[src/rtl/cbb_ecc_pkg.sv]
// Shared types and helpers for the ECC error-logging slice.
package cbb_ecc_pkg;

   typedef enum logic [1:0] {
      ERR_NONE = 2'b00,
      ERR_SEC  = 2'b01,
      ERR_DED  = 2'b10
   } err_type_e;

   // Increment that sticks at the all-ones value of a width-bit counter (width <= 32).
   function automatic logic [31:0] sat_inc(input logic [31:0] val, input int unsigned width);
      logic [31:0] max_v;
      max_v = (width >= 32) ? 32'hFFFF_FFFF : ((32'd1 << width) - 32'd1);
      return (val >= max_v) ? max_v : (val + 32'd1);
   endfunction

endpackage

[src/rtl/cbb_sync_fifo.sv]
// Single-clock FIFO with registered-head read; push while full is taken only alongside a pop.
module cbb_sync_fifo
   import cbb_ecc_pkg::*;
#(
   parameter int WIDTH = 8,
   parameter int DEPTH = 4
) (
   input  logic             clk,
   input  logic             rst_n,
   input  logic             push,
   input  logic [WIDTH-1:0] din,
   input  logic             pop,
   output logic [WIDTH-1:0] dout,
   output logic             full,
   output logic             empty
);

   localparam int PW = $clog2(DEPTH);

   logic [PW:0]      wr_ptr_q, wr_ptr_d;
   logic [PW:0]      rd_ptr_q, rd_ptr_d;
   logic [WIDTH-1:0] mem_q [DEPTH];
   logic             push_ok, pop_ok;

   assign empty   = (wr_ptr_q == rd_ptr_q);
   assign full    = (wr_ptr_q[PW] != rd_ptr_q[PW]) && (wr_ptr_q[PW-1:0] == rd_ptr_q[PW-1:0]);
   assign pop_ok  = pop & ~empty;
   assign push_ok = push & (~full | pop_ok);
   assign dout    = mem_q[rd_ptr_q[PW-1:0]];

   always_comb begin
      wr_ptr_d = wr_ptr_q;
      rd_ptr_d = rd_ptr_q;
      if (push_ok) wr_ptr_d = wr_ptr_q + 1'b1;
      if (pop_ok)  rd_ptr_d = rd_ptr_q + 1'b1;
   end

   always_ff @(posedge clk or negedge rst_n) begin
      if (!rst_n) begin
         wr_ptr_q <= '0;
         rd_ptr_q <= '0;
      end else begin
         wr_ptr_q <= wr_ptr_d;
         rd_ptr_q <= rd_ptr_d;
      end
   end

   always_ff @(posedge clk) begin
      if (push_ok) mem_q[wr_ptr_q[PW-1:0]] <= din;
   end

endmodule

[src/rtl/cbb_ecc_err_log.sv]
// SECDED error logger: counters, first-error record, irq and optional scrub queue.
// Scrub queue and overflow flag are built only when CBB_ECC_ERR_LOG_SCRUB_EN is defined.
module cbb_ecc_err_log
   import cbb_ecc_pkg::*;
#(
   parameter int AW = 10,
   parameter int DW = 32,
   parameter int CW = 16,
   parameter int QD = 4
) (
   input  logic          clk,
   input  logic          rst_n,
   input  logic          rd_vld,
   input  logic [AW-1:0] rd_addr,
   input  logic [DW-1:0] dec_dout,
   input  logic          dec_sec,
   input  logic          dec_ded,
   input  logic          clr,
   input  logic [CW-1:0] sec_thr,
   output logic [CW-1:0] sec_cnt,
   output logic [CW-1:0] ded_cnt,
   output logic          err_vld,
   output logic [1:0]    err_type,
   output logic [AW-1:0] err_addr,
   output logic          irq,
   output logic          scrub_vld,
   output logic [AW-1:0] scrub_addr,
   output logic [DW-1:0] scrub_data,
   input  logic          scrub_rdy,
   output logic          scrub_ovf
);

   logic          vld_p1_q, vld_p1_d;
   logic [AW-1:0] addr_p1_q, addr_p1_d;
   logic [CW-1:0] sec_cnt_q, sec_cnt_d;
   logic [CW-1:0] ded_cnt_q, ded_cnt_d;
   logic          err_vld_q, err_vld_d;
   err_type_e     err_type_q, err_type_d;
   logic [AW-1:0] err_addr_q, err_addr_d;
   logic          irq_q, irq_d;
   logic          sec_evt, ded_evt;

   // s1: the decoder flags arrive one cycle after rd_vld, so the address is delayed to match.
   assign vld_p1_d  = rd_vld;
   assign addr_p1_d = rd_addr;

   assign ded_evt = vld_p1_q & dec_ded;
   assign sec_evt = vld_p1_q & dec_sec & ~dec_ded;

   always_comb begin
      sec_cnt_d  = sec_cnt_q;
      ded_cnt_d  = ded_cnt_q;
      err_vld_d  = err_vld_q;
      err_type_d = err_type_q;
      err_addr_d = err_addr_q;
      if (clr) begin
         sec_cnt_d  = '0;
         ded_cnt_d  = '0;
         err_vld_d  = 1'b0;
         err_type_d = ERR_NONE;
         err_addr_d = '0;
      end else begin
         if (sec_evt) sec_cnt_d = CW'(sat_inc(32'(sec_cnt_q), CW));
         if (ded_evt) ded_cnt_d = CW'(sat_inc(32'(ded_cnt_q), CW));
         // A DED may replace a held SEC once; a held DED is final.
         if ((sec_evt || ded_evt) && !err_vld_q) begin
            err_vld_d  = 1'b1;
            err_type_d = ded_evt ? ERR_DED : ERR_SEC;
            err_addr_d = addr_p1_q;
         end else if (ded_evt && err_type_q == ERR_SEC) begin
            err_type_d = ERR_DED;
            err_addr_d = addr_p1_q;
         end
      end
      irq_d = (ded_cnt_q != '0) | ((sec_thr != '0) & (sec_cnt_q >= sec_thr));
   end

   always_ff @(posedge clk or negedge rst_n) begin
      if (!rst_n) begin
         vld_p1_q   <= 1'b0;
         sec_cnt_q  <= '0;
         ded_cnt_q  <= '0;
         err_vld_q  <= 1'b0;
         err_type_q <= ERR_NONE;
         err_addr_q <= '0;
         irq_q      <= 1'b0;
      end else begin
         vld_p1_q   <= vld_p1_d;
         sec_cnt_q  <= sec_cnt_d;
         ded_cnt_q  <= ded_cnt_d;
         err_vld_q  <= err_vld_d;
         err_type_q <= err_type_d;
         err_addr_q <= err_addr_d;
         irq_q      <= irq_d;
      end
   end

   always_ff @(posedge clk) begin
      addr_p1_q <= addr_p1_d;
   end

   assign sec_cnt  = sec_cnt_q;
   assign ded_cnt  = ded_cnt_q;
   assign err_vld  = err_vld_q;
   assign err_type = err_type_q;
   assign err_addr = err_addr_q;
   assign irq      = irq_q;

`ifdef CBB_ECC_ERR_LOG_SCRUB_EN
   logic             q_full, q_empty, q_pop, q_drop;
   logic [AW+DW-1:0] q_dout;
   logic             scrub_ovf_q, scrub_ovf_d;

   assign q_pop  = ~q_empty & scrub_rdy;
   assign q_drop = sec_evt & q_full & ~q_pop;

   // clr does not gate the push: the queue keeps corrected data even when logging is cleared.
   cbb_sync_fifo #(
      .WIDTH (AW + DW),
      .DEPTH (QD)
   ) u_scrub_q (
      .clk   (clk),
      .rst_n (rst_n),
      .push  (sec_evt),
      .din   ({addr_p1_q, dec_dout}),
      .pop   (q_pop),
      .dout  (q_dout),
      .full  (q_full),
      .empty (q_empty)
   );

   always_comb begin
      scrub_ovf_d = scrub_ovf_q;
      if (clr)         scrub_ovf_d = 1'b0;
      else if (q_drop) scrub_ovf_d = 1'b1;
   end

   always_ff @(posedge clk or negedge rst_n) begin
      if (!rst_n) scrub_ovf_q <= 1'b0;
      else        scrub_ovf_q <= scrub_ovf_d;
   end

   assign scrub_vld  = ~q_empty;
   assign scrub_addr = q_empty ? '0 : q_dout[AW+DW-1:DW];
   assign scrub_data = q_empty ? '0 : q_dout[DW-1:0];
   assign scrub_ovf  = scrub_ovf_q;
`else
   logic unused_scrub;
   assign unused_scrub = ^{scrub_rdy, dec_dout};

   assign scrub_vld  = 1'b0;
   assign scrub_addr = '0;
   assign scrub_data = '0;
   assign scrub_ovf  = 1'b0;
`endif

endmodule

[config.mk]
export PLATFORM = sky130hd
export DESIGN_NAME = cbb_ecc_err_log
export DESIGN_NICKNAME = d
export VERILOG_FILES = /design/src/rtl/cbb_ecc_pkg.sv /design/src/rtl/cbb_sync_fifo.sv /design/src/rtl/cbb_ecc_err_log.sv
export SDC_FILE = /design/constraint.sdc
export NUM_CORES = 1
export LEC_CHECK = 0
export BUFFER_PORTS_ARGS = -buffer_cell sky130_fd_sc_hd__buf_4
export CORE_MARGIN = 5
export CORE_UTILIZATION = 45
export CTS_BUF_LIST = sky130_fd_sc_hd__clkbuf_16
export CTS_CLUSTER_DIAMETER = 30
export DETAILED_ROUTE_END_ITERATION = 8
export PLACE_DENSITY_LB_ADDON = 0.15
export SLEW_MARGIN = 15
export SYNTH_ARGS = -nofsm -noshare
export SYNTH_HDL_FRONTEND = slang
export SYNTH_HIERARCHICAL = 1
export SYNTH_SLANG_ARGS = --single-unit
[constraint.sdc]
create_clock -name clk -period 5.9 [get_ports clk]
set_input_delay 0.295 -clock clk [delete_from_list [all_inputs] [get_ports clk]]
set_output_delay 0.295 -clock clk [all_outputs]
set_load 0.02 [all_outputs]
==> metrics.txt <==
number of vias per cell after detailed routing 5.180; type of the setup path with the least slack reg2reg; initial drt markers 147; critical path startpoint category register; global-route total usage across every layer 16.03%; Max Fclk 0.4247 GHz; Mean Syn Cell Area 9.017 sq um; most area-consuming cells after synthesis sky130_fd_sc_hd__dfrtp_1, sky130_fd_sc_hd__buf_4, sky130_fd_sc_hd__ha_1; starting density of the core 46.62%; Cells after DPL 541; die footprint 9393 sq um; cell count after synthesis 377; area of the multi-input gates 1725 sq um; Filler cells 675; layer with the highest usage after global routing met2; CTS resizes 0; CTS Root Buffer Type sky130_fd_sc_hd__clkbuf_16; Pwr Total 0.001041 W; post-synth top area share 34.60%; global-route wire length before repair 12.63 mm; mapped cell area 3400 sq um; flip-flop and latch area 1376 sq um; VDD IR max 0.2887 mV; cell with the largest stage delay on the worst path sky130_fd_sc_hd__or4_4; critical-path cell list ha_1 -> nand3_1 -> or4_4 -> or2_0 -> and3_1 -> nor3_2; distinct cell type count of the synthesized netlist 46; Floorplan Core Area 7292 sq um; number of nets in the layout 537; Max Transition Viols Final 0; most used standard cell by instance count after synthesis sky130_fd_sc_hd__dfrtp_1; global route overflow 0; Area growth, synth to finish 23.41%; number of buffers created by CTS 9; met1 global-route usage 21.11%; Slew @ Worst Pin 623.3 ps; source-to-sink clock delay at the later pin of the worst-skew pair 320 ps; total number of vias 2,885; height of the die 96.92 um; largest net degree at the start of global routing 48; HPWL after DPL 5.846 mm; share of post-route cells with drive strength above 1 20.96%; depth of the CTS H-tree 3; count of yosys warnings during synthesis 6; Lkg Pwr 2.103 nW; vias in the first global route 2,631; met3 track demand over resource 6.187%; slew margin rel. 58.45%; Max Buffers Root-to-Sink 2; result of the run complete, but fails checks; commonest cells in the netlist sky130_fd_sc_hd__dfrtp_1, sky130_fd_sc_hd__buf_4, sky130_fd_sc_hd__nor2_1; maximum fanout along the worst path 7; wire per inst 14.13 um; post-layout minimum cycle time 2355 ps; setup clock skew after layout 5.110 ps; Worst Hold Slack -16.75 ps; critical path endpoint category register; async set-or-reset flop fraction in the synthesized netlist 82.46%; setup-violating endpoint count in the final report 0; crit share post-route 39.91%; final count of hold timing violations 38; Seq/Total Area, Yosys 40.49%; Min-Delay Path Class in2async; power density over cell area 248.2 nW/um^2; RSZ-0062 raised after global routing false; overall die width 96.92 um; Clock transition at path regs 50 ps; CTS tree done; violated checks hold timing; global routing met2 resource utilization 25.11%; count of buffers from port buffering 77; count of buffers added by post-CTS timing repair for setup 0; setup TNS after final layout 0 ps; number of enable flip-flop cells after synthesis 0; initial antenna violation count 0; critical path arrival 2600 ps; length of the first detailed-routing pass in iterations 4; worst setup slack after layout 3545 ps; Finished Layout Cells 557; IO Count 155; total routed wirelength 7.869 mm; num rows 31; pre-CTS setup slack 3558 ps; commonest register cell after synthesis sky130_fd_sc_hd__dfrtp_1; library cell occupying the most area in the post-synthesis netlist sky130_fd_sc_hd__dfrtp_1; number of antenna-violating nets in the routed design 0; critical path's largest stage delay 580 ps; number of clock sinks 57; hold buffers post-CTS 0; data required time at the worst endpoint 6140 ps; number of antenna diodes 0; Yosys reg bits 57; Max-Cap Viols 0; drc violations 0; routability-driven placement congestion ratio 0.8540
[worst max-delay path: cells and delay by family, from the launching register on]
kind | cells | cell delay (ps)
fa+ha+maj | 1 | 290
flops | 1 | 490
simple gates | 5 | 1490
[stage by stage]
| step | util [%] | instance area, sq um |
|---|---|---|
| 2_1_floorplan | - | 3561 |
| 3_3_place_gp | 53.40 | 3894 |
| 3_5_place_dp | 53.40 | 3894 |
| 4_1_cts | 57.53 | 4195 |
| 5_1_grt | 57.53 | 4195 |
| 6_report | 57.53 | 4195 |
[cell usage in the layout (no fill, tap or decap), types with 10 or more instances in the layout]
cell type	netlist	layout
sky130_fd_sc_hd__dfxtp_1	10	10
sky130_fd_sc_hd__mux2i_1	20	20
sky130_fd_sc_hd__and3_1	10	10
sky130_fd_sc_hd__inv_1	22	22
sky130_fd_sc_hd__conb_1	1	44
sky130_fd_sc_hd__buf_4	44	78
sky130_fd_sc_hd__ha_1	19	19
sky130_fd_sc_hd__a21oi_1	12	12
sky130_fd_sc_hd__nor4_1	10	10
sky130_fd_sc_hd__dfrtp_1	47	47
sky130_fd_sc_hd__nand3_1	20	20
sky130_fd_sc_hd__nor2_1	42	42
sky130_fd_sc_hd__nand2_1	17	17
sky130_fd_sc_hd__nor3_1	17	17
[area by class of cell]
class,instances,area share (%)
clock buffer,9,5.368
clock inverter,7,1.819
inverter,22,1.968
multi-input combinational,285,41.13
sequential,57,32.81
tap,99,2.953
timing repair buffer,78,13.96
[final timing paths]
kind	startpoint	to	cells past startpoint	slack, ps
setup / recovery	sec_cnt[1]	sec_cnt[11]	6	3550
hold / removal	rst_n	ded_cnt[14]	1	-20
setup reg to reg	sec_cnt[1]	sec_cnt[11]	6	3550
hold reg to reg	addr_p1_q[2]	err_addr[2]	2	470
max in group asynchronous	rst_n	sec_cnt[13]	1	5510
min in group clk	rd_addr[7]	addr_p1_q[7]	1	70
[where the power goes]
group	switching (W)	internal [W]	total, W
Clock	0.000188	0.000330	0.000517
Sequential	0.00000861	0.000402	0.000411
Combinational	0.0000739	0.0000393	0.000113
[state kept, by name (all words and copies together), names as in the netlist]
| register | flops |
|---|---|
| sec_cnt | 16 |
| err_vld | 1 |
| err_addr | 10 |
| addr_p1_q | 10 |
| irq | 1 |
| vld_p1_q | 1 |
| ded_cnt | 16 |
| err_type | 2 |
[per-layer routing]
metal / wire length, um / up-vias
met5: 0 / -
met4: 69 / 0
met3: 604 / 8
met2: 3699 / 93
met1: 3496 / 1362
li1: - / 1422
[cell families (layout without fill, tap and decap cells)]
logic type	Yosys count	count (layout)	synth area share (%)
other	1	44	0.1103
adder cells (fa/ha/maj)	19	19	6.993
AO/OA/AOI/OAI	55	55	10.64
flip-flops	57	57	40.49
multiplexers	20	20	5.889
buffers and inverters	78	116	13.51
AND/OR/NAND/NOR	147	147	22.38
No activity file was read; power rests on OpenSTA's default activity.
